$ cat src/rtl/instr_encode_loader.sv
// Instruction encode loader: packs decoded RV32I field bundles into 32-bit instruction words
// and streams them into IMEM at consecutive word addresses. The first illegal bundle aborts
// the session.
module instr_encode_loader #(
  parameter int unsigned ADDR_W    = 10,
  parameter int unsigned BASE_ADDR = 0
) (
  input  logic              clk_i,
  input  logic              rst_i,
  input  logic              start_i,
  input  logic              in_valid_i,
  output logic              in_ready_o,
  input  logic [3:0]        in_kind_i,
  input  logic [4:0]        in_rd_i,
  input  logic [4:0]        in_rs1_i,
  input  logic [4:0]        in_rs2_i,
  input  logic [2:0]        in_funct3_i,
  input  logic              in_alt_i,
  input  logic [31:0]       in_imm_i,
  input  logic              in_last_i,
  output logic              imem_we_o,
  input  logic              imem_ready_i,
  output logic [ADDR_W-1:0] imem_addr_o,
  output logic [31:0]       imem_wdata_o,
  output logic              done_o,
  output logic              err_o,
  output logic [2:0]        err_code_o,
  output logic [ADDR_W:0]   count_o
);

  // Address is kept one bit wider than IMEM so a target past the top is detectable.
  localparam logic [ADDR_W:0] BaseAddr = (ADDR_W + 1)'(BASE_ADDR);
  localparam logic [ADDR_W:0] AddrOne  = (ADDR_W + 1)'(1);

  localparam logic [3:0] KindLui    = 4'd0;
  localparam logic [3:0] KindAuipc  = 4'd1;
  localparam logic [3:0] KindJal    = 4'd2;
  localparam logic [3:0] KindJalr   = 4'd3;
  localparam logic [3:0] KindBranch = 4'd4;
  localparam logic [3:0] KindLoad   = 4'd5;
  localparam logic [3:0] KindStore  = 4'd6;
  localparam logic [3:0] KindOpImm  = 4'd7;
  localparam logic [3:0] KindOp     = 4'd8;

  localparam logic [6:0] OpLui    = 7'b0110111;
  localparam logic [6:0] OpAuipc  = 7'b0010111;
  localparam logic [6:0] OpJal    = 7'b1101111;
  localparam logic [6:0] OpJalr   = 7'b1100111;
  localparam logic [6:0] OpBranch = 7'b1100011;
  localparam logic [6:0] OpLoad   = 7'b0000011;
  localparam logic [6:0] OpStore  = 7'b0100011;
  localparam logic [6:0] OpOpImm  = 7'b0010011;
  localparam logic [6:0] OpOp     = 7'b0110011;

  localparam logic [6:0] F7Alt = 7'b0100000;

  localparam logic [2:0] ErrNone  = 3'd0;
  localparam logic [2:0] ErrKind  = 3'd1;
  localparam logic [2:0] ErrImm   = 3'd2;
  localparam logic [2:0] ErrFunct = 3'd3;
  localparam logic [2:0] ErrOvf   = 3'd4;

  typedef enum logic [1:0] {StIdle, StLoad, StDone, StErr} state_e;

  state_e            state_q, state_d;
  logic [ADDR_W:0]   addr_q, addr_d;
  logic [ADDR_W:0]   count_q, count_d;
  logic              we_q, we_d;
  logic [31:0]       wdata_q, wdata_d;
  logic              last_q, last_d;
  logic              done_q, done_d;
  logic              err_q, err_d;
  logic [2:0]        err_code_q, err_code_d;

  logic [31:0]       enc_word;
  logic              kind_bad, f3_bad, imm_bad;
  logic              imm_s12, imm_s13, imm_s21;
  logic              is_shift;
  logic [ADDR_W:0]   tgt_addr;
  logic              ovf;
  logic [2:0]        chk_code;
  logic              accept, complete;

  // "Signed N-bit": every bit above N-1 equals bit N-1.
  assign imm_s12  = (in_imm_i[31:11] == {21{in_imm_i[11]}});
  assign imm_s13  = (in_imm_i[31:12] == {20{in_imm_i[12]}});
  assign imm_s21  = (in_imm_i[31:20] == {12{in_imm_i[20]}});
  assign is_shift = (in_funct3_i == 3'b001) || (in_funct3_i == 3'b101);

  // Encode the bundle and classify legality for its format.
  always_comb begin
    enc_word = '0;
    kind_bad = 1'b0;
    f3_bad   = 1'b0;
    imm_bad  = 1'b0;
    case (in_kind_i)
      KindLui: begin
        enc_word = {in_imm_i[31:12], in_rd_i, OpLui};
        imm_bad  = |in_imm_i[11:0];
      end
      KindAuipc: begin
        enc_word = {in_imm_i[31:12], in_rd_i, OpAuipc};
        imm_bad  = |in_imm_i[11:0];
      end
      KindJal: begin
        enc_word = {in_imm_i[20], in_imm_i[10:1], in_imm_i[11], in_imm_i[19:12], in_rd_i, OpJal};
        imm_bad  = !imm_s21 || in_imm_i[0];
      end
      KindJalr: begin
        enc_word = {in_imm_i[11:0], in_rs1_i, in_funct3_i, in_rd_i, OpJalr};
        f3_bad   = (in_funct3_i != 3'b000);
        imm_bad  = !imm_s12;
      end
      KindBranch: begin
        enc_word = {in_imm_i[12], in_imm_i[10:5], in_rs2_i, in_rs1_i, in_funct3_i,
                    in_imm_i[4:1], in_imm_i[11], OpBranch};
        f3_bad   = (in_funct3_i == 3'b010) || (in_funct3_i == 3'b011);
        imm_bad  = !imm_s13 || in_imm_i[0];
      end
      KindLoad: begin
        enc_word = {in_imm_i[11:0], in_rs1_i, in_funct3_i, in_rd_i, OpLoad};
        // Legal widths: 000,001,010,100,101.
        f3_bad   = (in_funct3_i == 3'b011) || (in_funct3_i[2:1] == 2'b11);
        imm_bad  = !imm_s12;
      end
      KindStore: begin
        enc_word = {in_imm_i[11:5], in_rs2_i, in_rs1_i, in_funct3_i, in_imm_i[4:0], OpStore};
        f3_bad   = (in_funct3_i > 3'b010);
        imm_bad  = !imm_s12;
      end
      KindOpImm: begin
        if (is_shift) begin
          enc_word = {(in_alt_i ? F7Alt : 7'b0), in_imm_i[4:0], in_rs1_i, in_funct3_i, in_rd_i,
                      OpOpImm};
          f3_bad   = in_alt_i && (in_funct3_i == 3'b001);
          imm_bad  = |in_imm_i[31:5];
        end else begin
          enc_word = {in_imm_i[11:0], in_rs1_i, in_funct3_i, in_rd_i, OpOpImm};
          imm_bad  = !imm_s12;
        end
      end
      KindOp: begin
        enc_word = {(in_alt_i ? F7Alt : 7'b0), in_rs2_i, in_rs1_i, in_funct3_i, in_rd_i, OpOp};
        f3_bad   = in_alt_i && !((in_funct3_i == 3'b000) || (in_funct3_i == 3'b101));
      end
      default: kind_bad = 1'b1;
    endcase
  end

  // Target of a new bundle: current address, or the next one if the pending word retires now.
  assign tgt_addr = addr_q + {{ADDR_W{1'b0}}, we_q};
  assign ovf      = tgt_addr[ADDR_W];

  // Error code with priority kind > funct3/alt > imm > overflow.
  always_comb begin
    chk_code = ErrNone;
    if (kind_bad)     chk_code = ErrKind;
    else if (f3_bad)  chk_code = ErrFunct;
    else if (imm_bad) chk_code = ErrImm;
    else if (ovf)     chk_code = ErrOvf;
  end

  // Once the last bundle is held, nothing more is taken.
  assign in_ready_o = (state_q == StLoad) && (!we_q || imem_ready_i) && !last_q;
  assign accept     = in_valid_i && in_ready_o;
  assign complete   = we_q && imem_ready_i;

  // Next-state: write retirement, bundle acceptance, then start overriding both.
  always_comb begin
    state_d    = state_q;
    addr_d     = addr_q;
    count_d    = count_q;
    we_d       = we_q;
    wdata_d    = wdata_q;
    last_d     = last_q;
    done_d     = done_q;
    err_d      = err_q;
    err_code_d = err_code_q;

    if (complete) begin
      we_d    = 1'b0;
      last_d  = 1'b0;
      addr_d  = addr_q + AddrOne;
      count_d = count_q + AddrOne;
      if (last_q) begin
        state_d = StDone;
        done_d  = 1'b1;
      end
    end

    if (accept) begin
      if (chk_code != ErrNone) begin
        state_d    = StErr;
        err_d      = 1'b1;
        err_code_d = chk_code;
      end else begin
        we_d    = 1'b1;
        wdata_d = enc_word;
        last_d  = in_last_i;
      end
    end

    // A new session discards any pending write.
    if (start_i) begin
      state_d    = StLoad;
      addr_d     = BaseAddr;
      count_d    = '0;
      we_d       = 1'b0;
      last_d     = 1'b0;
      done_d     = 1'b0;
      err_d      = 1'b0;
      err_code_d = ErrNone;
    end
  end

  // State registers with synchronous reset.
  always_ff @(posedge clk_i) begin
    if (rst_i) begin
      state_q    <= StIdle;
      addr_q     <= BaseAddr;
      count_q    <= '0;
      we_q       <= 1'b0;
      wdata_q    <= '0;
      last_q     <= 1'b0;
      done_q     <= 1'b0;
      err_q      <= 1'b0;
      err_code_q <= ErrNone;
    end else begin
      state_q    <= state_d;
      addr_q     <= addr_d;
      count_q    <= count_d;
      we_q       <= we_d;
      wdata_q    <= wdata_d;
      last_q     <= last_d;
      done_q     <= done_d;
      err_q      <= err_d;
      err_code_q <= err_code_d;
    end
  end

  assign imem_we_o    = we_q;
  assign imem_addr_o  = addr_q[ADDR_W-1:0];
  assign imem_wdata_o = wdata_q;
  assign done_o       = done_q;
  assign err_o        = err_q;
  assign err_code_o   = err_code_q;
  assign count_o      = count_q;

endmodule

$ cat config.mk
export PLATFORM = sky130hd
export DESIGN_NAME = instr_encode_loader
export DESIGN_NICKNAME = d
export VERILOG_FILES = /design/src/rtl/instr_encode_loader.sv
export SDC_FILE = /design/constraint.sdc
export NUM_CORES = 1
export LEC_CHECK = 0
export BUFFER_PORTS_ARGS = -buffer_cell sky130_fd_sc_hd__buf_2
export CORE_MARGIN = 3
export CORE_UTILIZATION = 42
export CTS_CLUSTER_SIZE = 12
export DETAILED_ROUTE_END_ITERATION = 10
export GPL_TIMING_DRIVEN = 0
export PLACE_DENSITY = 0.68
export SLEW_MARGIN = 25
export SYNTH_ARGS = -nofsm -noshare
export SYNTH_HDL_FRONTEND = slang
export SYNTH_SLANG_ARGS = --single-unit
export TNS_END_PERCENT = 100
$ cat constraint.sdc
create_clock -name clk_i -period 4.4 [get_ports clk_i]
set_input_delay 0.88 -clock clk_i [delete_from_list [all_inputs] [get_ports clk_i]]
set_output_delay 0.88 -clock clk_i [all_outputs]
set_load 0.01 [all_outputs]
==> results by group <==
Layout
  – Number of diodes added for antenna fixing: 0
  – Growth of design area from synthesis to finish: 24.6%
  – Final nets: 630
  – Share of cells above drive strength 1: approximately 32%
  – Fraction of the core area covered by cells at the end of the flow: 55.1%

Global routing
  – Pin count of the biggest net entering global routing: 12
  – Met2 capacity usage during global routing: approximately two fifths
  – GRT Resource Usage Total: about a quarter
  – Number of antenna violations at the first check in global routing: 0
  – Number of global-route vias before repair: approximately 3,800
  – Wire length of the first global-routing pass: 19,000 um
  – Global routing met3 resource utilization: roughly 6.1%
  – Global-route congestion overflow total: 0
  – Most used routing layer: met2
  – Met1 Resource Use GR: between 30% and 40%

Yosys
  – Yosys warning count: 0
  – Cell area after synthesis: between 0.003 and 0.004 mm^2
  – Synthesized area per cell: 8.55 um^2
  – Register bit total from synthesis: 62
  – Main flop type after synthesis: dfxtp_1
  – Portion of the post-synthesis area used by sequential elements: between 30% and 40%
  – Number of enable-type register cells in the synthesized netlist: 0
  – Post-synthesis instance total: ~440
  – Cell taking the most area after synthesis: dfxtp_1
  – Number of distinct standard cells referenced by the synthesized netlist: 60
  – Top-area cell type share of the netlist area: between 30% and 40%
  – Dominant cells by area after synthesis: dfxtp_1, a311oi_2, a31oi_1
  – Share of flip-flops with an asynchronous set or reset after synthesis: 0%
  – Number of nets produced by synthesis: 500

Clock tree
  – Hold Buf Count CTS: 0
  – # Post-CTS Setup Buffers: 0
  – Clock tree root driver cell: clkbuf_8
  – CTS sink cnt: 62
  – Number of H-tree branching levels: 3
  – Number of CTS-inserted buffers: 9
  – Post-cts sizing count: 0
  – CTS tree: built
  – Worst skew pair latency: 0.34 ns
  – CTS clock-pin slew for the worst setup and hold paths: around 0.070 ns
  – Maximum root-to-sink buffer count: 2

STA
  – Final critical path time including I/O delays and setup: 3.19 ns
  – Max-slew violations: 0
  – Max Freq: ~310 MHz
  – Worst-case headroom to the max-slew limit: between 40% and 50%
  – Number of hold-slack violations in the final timing report: 0
  – Setup violation total in the final timing report: 0
  – Setup slack after layout: around 1.2 ns
  – Transition at the pin with the smallest max-transition slack: 0.807 ns
  – Tcrit/Tclk final: between 70 and 80%
  – Final setup TNS: 0 ns
  – Unrepaired setup endpoints after global routing: no
  – Setup clock skew after layout: ~0.0092 ns

Power and ir drop
  – Net switching power: about 0.40 mW
  – Portion of total power attributed to sequential cells: between 40% and 50%
  – Total power divided by cell area: around 290 mW/mm^2
  – LEAKAGE: ~1.9 nW
  – Clock network power share: 37.0%
  – Worst VDD drop: between 200 and 250 uV
  – Share of total power in combinational logic: between 10% and 20%
  – Switching fraction of total power: 30.3%
  – Cell-internal power: about 0.93 mW

Place
  – Post-DP HPWL: 9180 um
  – Number of buffers added on ports: 119
  – Worst setup timing slack at the placement stage: roughly 0.91 ns
  – Final RePlAce weighted congestion: approximately 0.97

Outcome
  – Outcome: finished clean

Run
  – Maximum Capacitance Violations: 0

Route
  – Residual antenna-violating net count after detailed routing: 0
  – 1st-pass router iterations: 5
  – Routed wire length: 11,800 um
  – DRC: 0
  – Routed len/inst: between 15 and 20 um
  – Post-detailed-route via-to-cell ratio: between 5 and 6
  – Iteration-0 DRC Markers: 334
  – Via count of the routed design: about 3,900

Worst setup path
  – Critical R2R Launch: addr_q[3]
  – Kind of start point of the critical path: primary input
  – Classification of the worst setup path: in -> reg
  – Worst endpoint data arrival time: between 3 and 4 ns
  – Critical path launch point: in_kind_i[1]
  – Largest driver fanout on the critical path: 10
  – Crit. End Element: flop
  – Worst Path Required: 4.65 ns

Floorplanning
  – I/O pin count: 121
  – Width of the die: roughly 100 um
  – Initial Util: between 40% and 50%
  – Area of the placeable core: approximately 0.0084 mm^2
  – Y dimension of the die: roughly 100 um
  – Cell row count: 33
  – Area of the die: between 0.01 and 0.015 mm^2

Min path
  – Start point of the worst hold path: imem_wdata_o[4]
  – Type of the tightest min-delay check: reg -> reg
## through the flow
stage / instances / instance area (um^2) / hold WS (ns) / power [mW]
finish: 676 / 4640 / 0.441 / 1.33
global route: 676 / 4640 / 0.462 / 1.40
CTS: 676 / 4640 / 0.445 / 1.34
detailed placement: 660 / 4450 / 0.434 / 0.849
global placement: 660 / 4450 / 0.432 / 0.846
floorplan: 436 / 3730 / 0.443 / 0.749
## logic make-up (layout without fill, tap and decap cells)
logic type,after synthesis,after routing,share of synthesized area [%]
simple gates,145,145,21.6
compound gates,139,139,28.3
flops,62,62,33.3
buf+inv,59,194,8.73
xor+xnor,16,16,3.76
mux,12,12,3.29
fa+ha+maj,3,3,1.01
## registers in the layout (all words and copies together), names as in the netlist
name / count
state_q: 2
err_code_o: 3
count_o: 11
addr_q: 11
imem_wdata_o: 31
err_o: 1
done_o: 1
last_q: 1
imem_we_o: 1
## worst max-delay path: stages
cell	delay, ns
buf_2	0.15
clkbuf_1	0.23
nor2_1	0.32
nand2_1	0.15
nand2_1	0.11
nand4_1	0.13
nor2_1	0.51
clkbuf_1	0.51
a31oi_1	0.19
a311oi_2	0.27
## cell type report
type | count | area [um^2]
fillers | 845 | 3780
multi-input cells | 315 | 2160
flip-flops and latches | 62 | 1240
repair buffers | 119 | 596
plain buffers | 47 | 280
well taps | 105 | 131
clock buffers | 10 | 128
clock inverters | 6 | 61.3
inverters | 12 | 45.0
## layout by cell type, fill, tap and decap left out, drive strengths merged, types with 3 or more instances in the layout
cell,instances
nand4,14
a22oi,20
and3,6
mux2i,10
nand3,16
clkbuf,31
buf,145
ha,3
nand2b,5
inv,13
or3,6
a31oi,27
xor2,11
nor2,37
dfxtp,62
and2,6
a211oi,5
nor2b,4
clkinv,3
nor4,6
nor3,12
nand2,19
a21oi,28
a32oi,3
o21ai,18
a311oi,21
xnor2,5
## worst paths after layout
path	endpoint	slack (ns)	cells past startpoint
worst max-delay path	imem_wdata_o[27]	1.21	10
worst min-delay path	imem_wdata_o[4]	0.44	2
worst max register to register	imem_wdata_o[27]	1.66	8
worst min register to register	imem_wdata_o[4]	0.44	2
## power groups by stage
stage | registers, mW | clock network (mW) | logic (mW)
floorplan | 0.596 | 0 | 0.153
global placement | 0.592 | 0 | 0.254
detailed placement | 0.592 | 0 | 0.257
CTS | 0.580 | 0.507 | 0.257
global route | 0.581 | 0.537 | 0.284
finish | 0.580 | 0.494 | 0.261
## metal layers
metal,vias up,wire length [um]
met5,-,0
met4,0,306
met3,21,858
met2,157,5620
met1,1849,5060
li1,1901,-
## cell usage after synthesis (all sizes together), types with 3 or more instances
master	number
nand2b	5
nand3	16
nand2	19
clkbuf	21
o21ai	18
xnor2	5
nor2	37
a31oi	27
xor2	11
and3	6
nor4	6
a21oi	28
or3	6
nor2b	4
mux2i	10
nand4	14
a311oi	21
a32oi	3
buf	26
inv	12
dfxtp	62
ha	3
a22oi	20
and2	6
a211oi	5
nor3	12
Note: power is estimated with default switching activity, not from simulation.
